[config.mk]
export PLATFORM = sky130hd
export DESIGN_NAME = cache_mem_arbiter
export DESIGN_NICKNAME = d
export VERILOG_FILES = /design/src/rtl/cpu_types_pkg.sv /design/src/rtl/cache_mem_arbiter.sv
export SDC_FILE = /design/constraint.sdc
export NUM_CORES = 1
export LEC_CHECK = 0
export CORE_AREA = 2 2 105 107
export DETAILED_ROUTE_END_ITERATION = 8
export DIE_AREA = 0 0 107 109
export GPL_TIMING_DRIVEN = 0
export PLACE_DENSITY = 0.79
export SLEW_MARGIN = 20
export SYNTH_ARGS = -nofsm -noshare
export SYNTH_HDL_FRONTEND = slang
export SYNTH_SLANG_ARGS = --single-unit
[constraint.sdc]
create_clock -name CLK -period 2 [get_ports CLK]
set_clock_uncertainty 0.15 [all_clocks]
set_input_delay 0.3 -clock CLK [delete_from_list [all_inputs] [get_ports CLK]]
set_output_delay 0.3 -clock CLK [all_outputs]
set_load 0.02 [all_outputs]
[src/rtl/cpu_types_pkg.sv]
// Shared types for the cache/memory arbiter: data word, RAM handshake state, arbiter FSM state.
package cpu_types_pkg;

    localparam int unsigned WORD_W = 32;

    typedef logic [WORD_W-1:0] word_t;

    typedef enum logic [1:0] {
        FREE   = 2'd0,
        BUSY   = 2'd1,
        ACCESS = 2'd2,
        ERROR  = 2'd3
    } ramstate_t;

    typedef enum logic [1:0] {
        IDLE   = 2'd0,
        SERV_D = 2'd1,
        SERV_I = 2'd2
    } arb_state_t;

endpackage

[src/rtl/cache_mem_arbiter.sv]
// Merges the icache fetch port and dcache load/store port onto one RAM port.
// dcache wins by default; after MAX_DSTREAK back-to-back dcache grants with a fetch
// pending, the next grant goes to the icache. A stalled service aborts after TIMEOUT cycles.
module cache_mem_arbiter
    import cpu_types_pkg::*;
#(
    parameter int unsigned MAX_DSTREAK = 4,
    parameter int unsigned TIMEOUT     = 64
) (
    input  logic        CLK,
    input  logic        RST,
    input  logic        iREN,
    input  logic [31:0] iaddr,
    output logic        iwait,
    output logic [31:0] iload,
    input  logic        dREN,
    input  logic        dWEN,
    input  logic [31:0] daddr,
    input  logic [31:0] dstore,
    output logic        dwait,
    output logic [31:0] dload,
    output logic        ramREN,
    output logic        ramWEN,
    output logic [31:0] ramaddr,
    output logic [31:0] ramstore,
    input  logic [31:0] ramload,
    input  logic [1:0]  ramstate,
    output logic        err
);

    localparam int unsigned STREAK_W = $clog2(MAX_DSTREAK + 1);
    localparam int unsigned TCNT_W   = $clog2(TIMEOUT + 1);

    arb_state_t          state_q,   state_d;
    logic [STREAK_W-1:0] dstreak_q, dstreak_d;
    logic [TCNT_W-1:0]   tcnt_q,    tcnt_d;
    logic                err_q,     err_d;

    ramstate_t rs;
    logic      d_req;
    logic      streak_full;
    logic      granted_req;
    logic      timed_out;

    assign rs          = ramstate_t'(ramstate);
    assign d_req       = dREN | dWEN;
    assign streak_full = (dstreak_q == STREAK_W'(MAX_DSTREAK));
    assign err         = err_q;

    // State, streak, timeout counter and sticky error registers.
    always_ff @(posedge CLK or posedge RST) begin
        if (RST) begin
            state_q   <= IDLE;
            dstreak_q <= '0;
            tcnt_q    <= '0;
            err_q     <= 1'b0;
        end else begin
            state_q   <= state_d;
            dstreak_q <= dstreak_d;
            tcnt_q    <= tcnt_d;
            err_q     <= err_d;
        end
    end

    // Arbitration, service termination, streak and timeout bookkeeping.
    always_comb begin
        state_d     = state_q;
        dstreak_d   = dstreak_q;
        tcnt_d      = tcnt_q;
        err_d       = err_q;
        granted_req = 1'b0;
        timed_out   = 1'b0;

        case (state_q)
            IDLE: begin
                if (d_req && !(iREN && streak_full)) begin
                    state_d = SERV_D;
                    tcnt_d  = '0;
                    if (iREN) begin
                        dstreak_d = streak_full ? dstreak_q : dstreak_q + STREAK_W'(1);
                    end else begin
                        dstreak_d = '0;
                    end
                end else if (iREN) begin
                    state_d   = SERV_I;
                    tcnt_d    = '0;
                    dstreak_d = '0;
                end
            end
            SERV_D, SERV_I: begin
                granted_req = (state_q == SERV_D) ? d_req : iREN;
                timed_out   = (tcnt_q == TCNT_W'(TIMEOUT - 1)) && (rs != ACCESS);
                if ((rs == ERROR) || timed_out) begin
                    err_d = 1'b1;
                end
                // Withdrawal, completion, error and timeout all hand the port back.
                if (!granted_req || (rs == ACCESS) || (rs == ERROR) || timed_out) begin
                    state_d = IDLE;
                end else begin
                    tcnt_d = tcnt_q + TCNT_W'(1);
                end
            end
            default: begin
                state_d = IDLE;
            end
        endcase
    end

    // RAM port steering and wait/load return to the granted cache.
    always_comb begin
        iwait    = 1'b1;
        iload    = '0;
        dwait    = 1'b1;
        dload    = '0;
        ramREN   = 1'b0;
        ramWEN   = 1'b0;
        ramaddr  = '0;
        ramstore = '0;

        case (state_q)
            SERV_D: begin
                ramaddr  = daddr;
                ramstore = dstore;
                ramWEN   = dWEN;
                ramREN   = dREN & ~dWEN;
                if (d_req && (rs == ACCESS)) begin
                    dwait = 1'b0;
                    dload = ramload;
                end
            end
            SERV_I: begin
                ramaddr = iaddr;
                ramREN  = iREN;
                if (iREN && (rs == ACCESS)) begin
                    iwait = 1'b0;
                    iload = ramload;
                end
            end
            default: begin
            end
        endcase
    end

endmodule

# Word-level counts from Yosys, hierarchy flattened
# Cells that the tools add are included.
# op_classes
add_sub_neg	2
bitwise	3
eq_ne	11
n_mux	25
reduce_logical	19
# ops
cell	count
32-bit 2-to-1 mux	5
32-bit one-hot mux with 2 select lines	1
7-bit 2-to-1 mux	3
7-bit one-hot mux with 2 select lines	1
3-bit 2-to-1 mux	4
7-bit by 1-bit adder with 7-bit output, second input constant	1
7-bit by 6-bit == test with 1-bit output, second input constant	1
2-bit == test, second input constant	3
1-bit 2-to-1 mux	6
2-bit 2-to-1 mux	3
2-bit != test, second input constant	3
3-bit != test, second input constant	2
3-bit AND reduction	2
1-bit logical AND	5
1-bit logical OR	4
2-bit one-hot mux with 2 select lines	1
2-bit AND reduction	2
2-bit nonzero test	2
3-bit by 1-bit adder with 3-bit output, second input constant	1
3-bit == test, second input constant	1
2-bit by 1-bit == test with 1-bit output, second input constant	1
1-bit logical NOT	2
2-bit logical NOT	1
1-bit one-hot mux with 2 select lines	1
other kinds (4)	4
# word_totals
output_inout_bits	133
register_bits	13
elab_cells	64
inputBits	135

# Depth between registers and ports, before layout
# depth
ltp_word	8
ltp_mapped	8
mapped_depth_nobuf	7

# Worst setup path after synthesis
# Ideal clock, no wire load.
# synth_path
kind	reg-to-output
from	reg state_q[1]
to	out ramREN
setup_slack_ns	-0.245
path_stages_with_launch	8
arrival_time_ns	1.795
t_required_ns	1.550
cell_sequence	dfrtp_1 inv_1 ha_1 clkbuf_2 buf_2 clkbuf_1 nand3b_1 a21boi_0
# synth_via
elab_chain_len	2
# synth_lines
element	line_no	source
start: declaration	cache_mem_arbiter.sv:34	arb_state_t state_q, state_d;
start signal: assignment	cache_mem_arbiter.sv:58	state_q <= state_d;
2-bit == test or 2-bit by 1-bit == test with 1-bit output (tied branches)	cache_mem_arbiter.sv:120	case (state_q)
1-bit one-hot mux with 2 select lines *	cache_mem_arbiter.sv:120	
end: declaration	cache_mem_arbiter.sv:22	output logic ramREN,
# Mark *: on every way between the ends. The rest lies on a longest branch, timed or not.

# Worst setup path after layout
# layout_path
from	reg state_q[0]
to	out iload[6]
# layout_via
elab_chain_len	2
# layout_lines
element	line_no	source
2-bit == test	cache_mem_arbiter.sv:120	
32-bit 2-to-1 mux	cache_mem_arbiter.sv:120	
end: declaration	cache_mem_arbiter.sv:15	output logic [31:0] iload,
# No other way between the ends.

==> run metrics <==
Synth warnings 0; routability congestion estimate 0.775; worst r2r dst tcnt_q[1]; Seq pwr share 7.6%; die height 109 um; clock buffer depth 2; final hold vios 0; RSZ-0062 raised after global routing true; syn_nets 425; Clk network pwr share 4.4%; DR pass1 iterations 4; DIE AREA 11700 um2; cell count after synthesis 284; maximum fanout along the worst path 5; Die X 107 um; DP HPWL 9330 um; status finished, violations left; worst r2r path cells 9; Syn-to-layout area delta 202%; Pint 3140 uW; number of synthesized flops with an enable pin 0; Worst-path clk slew 0.06 ns; initial antenna violation count 0; critical path arrival 1.70 ns; Synth Area per Inst 7.01 um2; CTS Buf Count 3; Worst-Skew Late Latency 0.25 ns; setup TNS -10.93 ns; critical path launch point type flip-flop; drt drc 0; reg-to-reg critical path startpoint state_q[1]; layout cells sized above 1 57.6%; post-layout util 56.8%; Max Cap Viol 0; total wire length 13000 um; Initial Utilization 18.8%; Least-Margin Pin Slew 0.554 ns; filler cell count 933; clk sink count 13; Power Density 927 nW/um2; FF+latch count, synth 13; I/O pins 268; synthesized area 1990 um2; dominant synthesized flop cell dfrtp_1; total track usage 19.2%; vias in the first global route 3218; Leak 0.00269 uW; WS Path Type flip-flop to output pin; Routed Antenna Nets 0; P_sw 2430 uW; Worst EP required 1.55 ns; largest net degree at the start of global routing 14; via/cell ratio 4.54; Worst VDD drop 624 uV; drt initial violations 205; Combinational Power Share 88.0%; Async S/R FF share, synth 100%; final slew viol count 0; crit end category output pin; Port Buffers 267; Rel. slew slack 63.1%; final worst-path setup slack -0.150 ns; root buf cell clkbuf_8; via count 3290; first-pass GRT wire length 17700 um; Worst Hold Class input pin to asynchronous set/reset pin; setup violators final 129; r2r setup slk -0.11 ns; maximum clock frequency 465 MHz; Sw Ratio 43.6%; failing checks negative setup slack; NumNets Final 727; largest stage delay on the critical path 0.45 ns; Final Cycle Share 107%; worst path cell trace inv_4 -> ha_4 -> nand2_4 -> nor2b_4 -> buf_12 -> buf_8 -> and2_4 -> buf_6; core area 10600 um2; post-synth cell types 34; Final Critical Period 2.15 ns; H-tree depth 1; num rows 38; critical path's slowest cell dfrtp_2; total grt overflow 0; CTS tree yes; WL/cell 17.9 um; Seq/Total Area, Yosys 16.3%; antenna cell count 0
## power by group through the flow
stage	Combinational, uW	Sequential [uW]	Clock [uW]
2_1_floorplan	1850	395	0
3_3_place_gp	3340	403	0
3_5_place_dp	3380	412	0
4_1_cts	4160	410	246
5_1_grt	5200	436	264
6_report	4910	425	247
## placed cells by master (no fill, tap or decap), types with 3 or more instances in the layout
cell               n
nor2b_1           21
a21oi_1            3
and2_4            97
a22oi_1           14
dfrtp_1           12
buf_8             18
nand3_1            6
nor2b_2           12
clkdlybuf4s50_1  131
o21ai_0            8
buf_2             13
a22oi_2           18
inv_1              5
nand2_1           13
dlygate4sd2_1      3
nor2b_4            4
buf_12             3
a31oi_1            4
buf_4             23
clkbuf_16          3
ha_4               3
nor2_1             3
o21ai_1            3
buf_6            117
ha_1               3
clkbuf_8           5
## per-layer routing
metal | GRT usage (%) | routed length, um | vias to the layer above
met4 | 3.06 | 190 | 0
met2 | 35.2 | 6870 | 153
met1 | 22.8 | 4950 | 1552
met5 | 0 | 0 | -
met3 | 5.26 | 945 | 16
li1 | - | - | 1569
## state kept, by name, summed over array words and instances, names as in the netlist
signal / count
tcnt_q: 7
dstreak_q: 3
state_q: 2
err: 1
## Yosys cell counts, types with 2 or more instances
cell type  instances  share of area (%)
nor2_1             3               0.57
a22o_1             2               0.88
a21boi_0           2               0.75
and2_1            98                 31
o31ai_1            2               0.75
a21oi_1            3               0.75
nor2b_1           36                 11
inv_1              9                1.7
clkbuf_1          20                3.8
a22oi_1           32                 12
dfrtp_1           13                 16
nand2_1           15                2.8
nand4_1            2               0.63
ha_1               6                3.8
a21o_1             2               0.75
and3_1             3               0.94
nand3_1            6                1.5
o21ai_1            4                1.0
a31oi_1            4                1.3
o21ai_0            8                2.0
## cells by family (layout without fill, tap and decap cells)
family,count (synthesis),after routing,share of synthesized area (%)
buffers and inverters,32,331,6.15
DFF,13,13,16.3
muxes,1,1,0.503
AOI/OAI and AO/OA,64,64,22.8
adders and majority gates,6,6,3.77
and+or+nand+nor,168,170,50.4
## cell type report
type	instances	area, um2	share of cell area (%)
repair buffers	299	3110	51.8
multi-input cells	241	2050	34.0
flip-flops and latches	13	327	5.43
plain buffers	19	270	4.49
well taps	140	175	2.91
clock buffers	4	45.0	0.749
inverters	9	38.8	0.645
## per-stage QoR
step	cells	worst slack (ns)	area, um2	hold slack [ns]	total power, uW
floorplan	284	-0.0163	2010	0.0270	2240
global placement	691	-1.07	4860	0.294	3740
detailed placement	691	-1.10	4860	0.309	3790
CTS	715	-0.174	5500	0.258	4810
global route	725	-0.237	6020	0.304	5900
finish	725	-0.150	6020	0.248	5580
## worst max path at each step
stage	start	endpoint	depth (start not counted)
6_report	state_q[0]	iload[6]	8
3_3_place_gp	iREN	iload[22]	6
2_1_floorplan	state_q[1]	ramREN	7
4_1_cts	state_q[0]	iload[29]	7
5_1_grt	state_q[1]	tcnt_q[1]	7
3_5_place_dp	iREN	iload[22]	6
## worst max-delay path: cells and delay by family, from the launching register on
family,cells,cell delay (ns)
flip-flops,1,0.45
buffers and inverters,4,0.45
adder cells (fa/ha/maj),1,0.17
AND/OR/NAND/NOR,3,0.37
## repair_timing
action / CTS / global route
hold buffers: 0 / 0
cloned: 11 / 3
endpoints found under the setup margin: 139 / 140
gates resized for setup: 868 / 150
setup buffers: 10 / 12
pin swaps: 51 / 47
(Power assumes the default switching activity.)
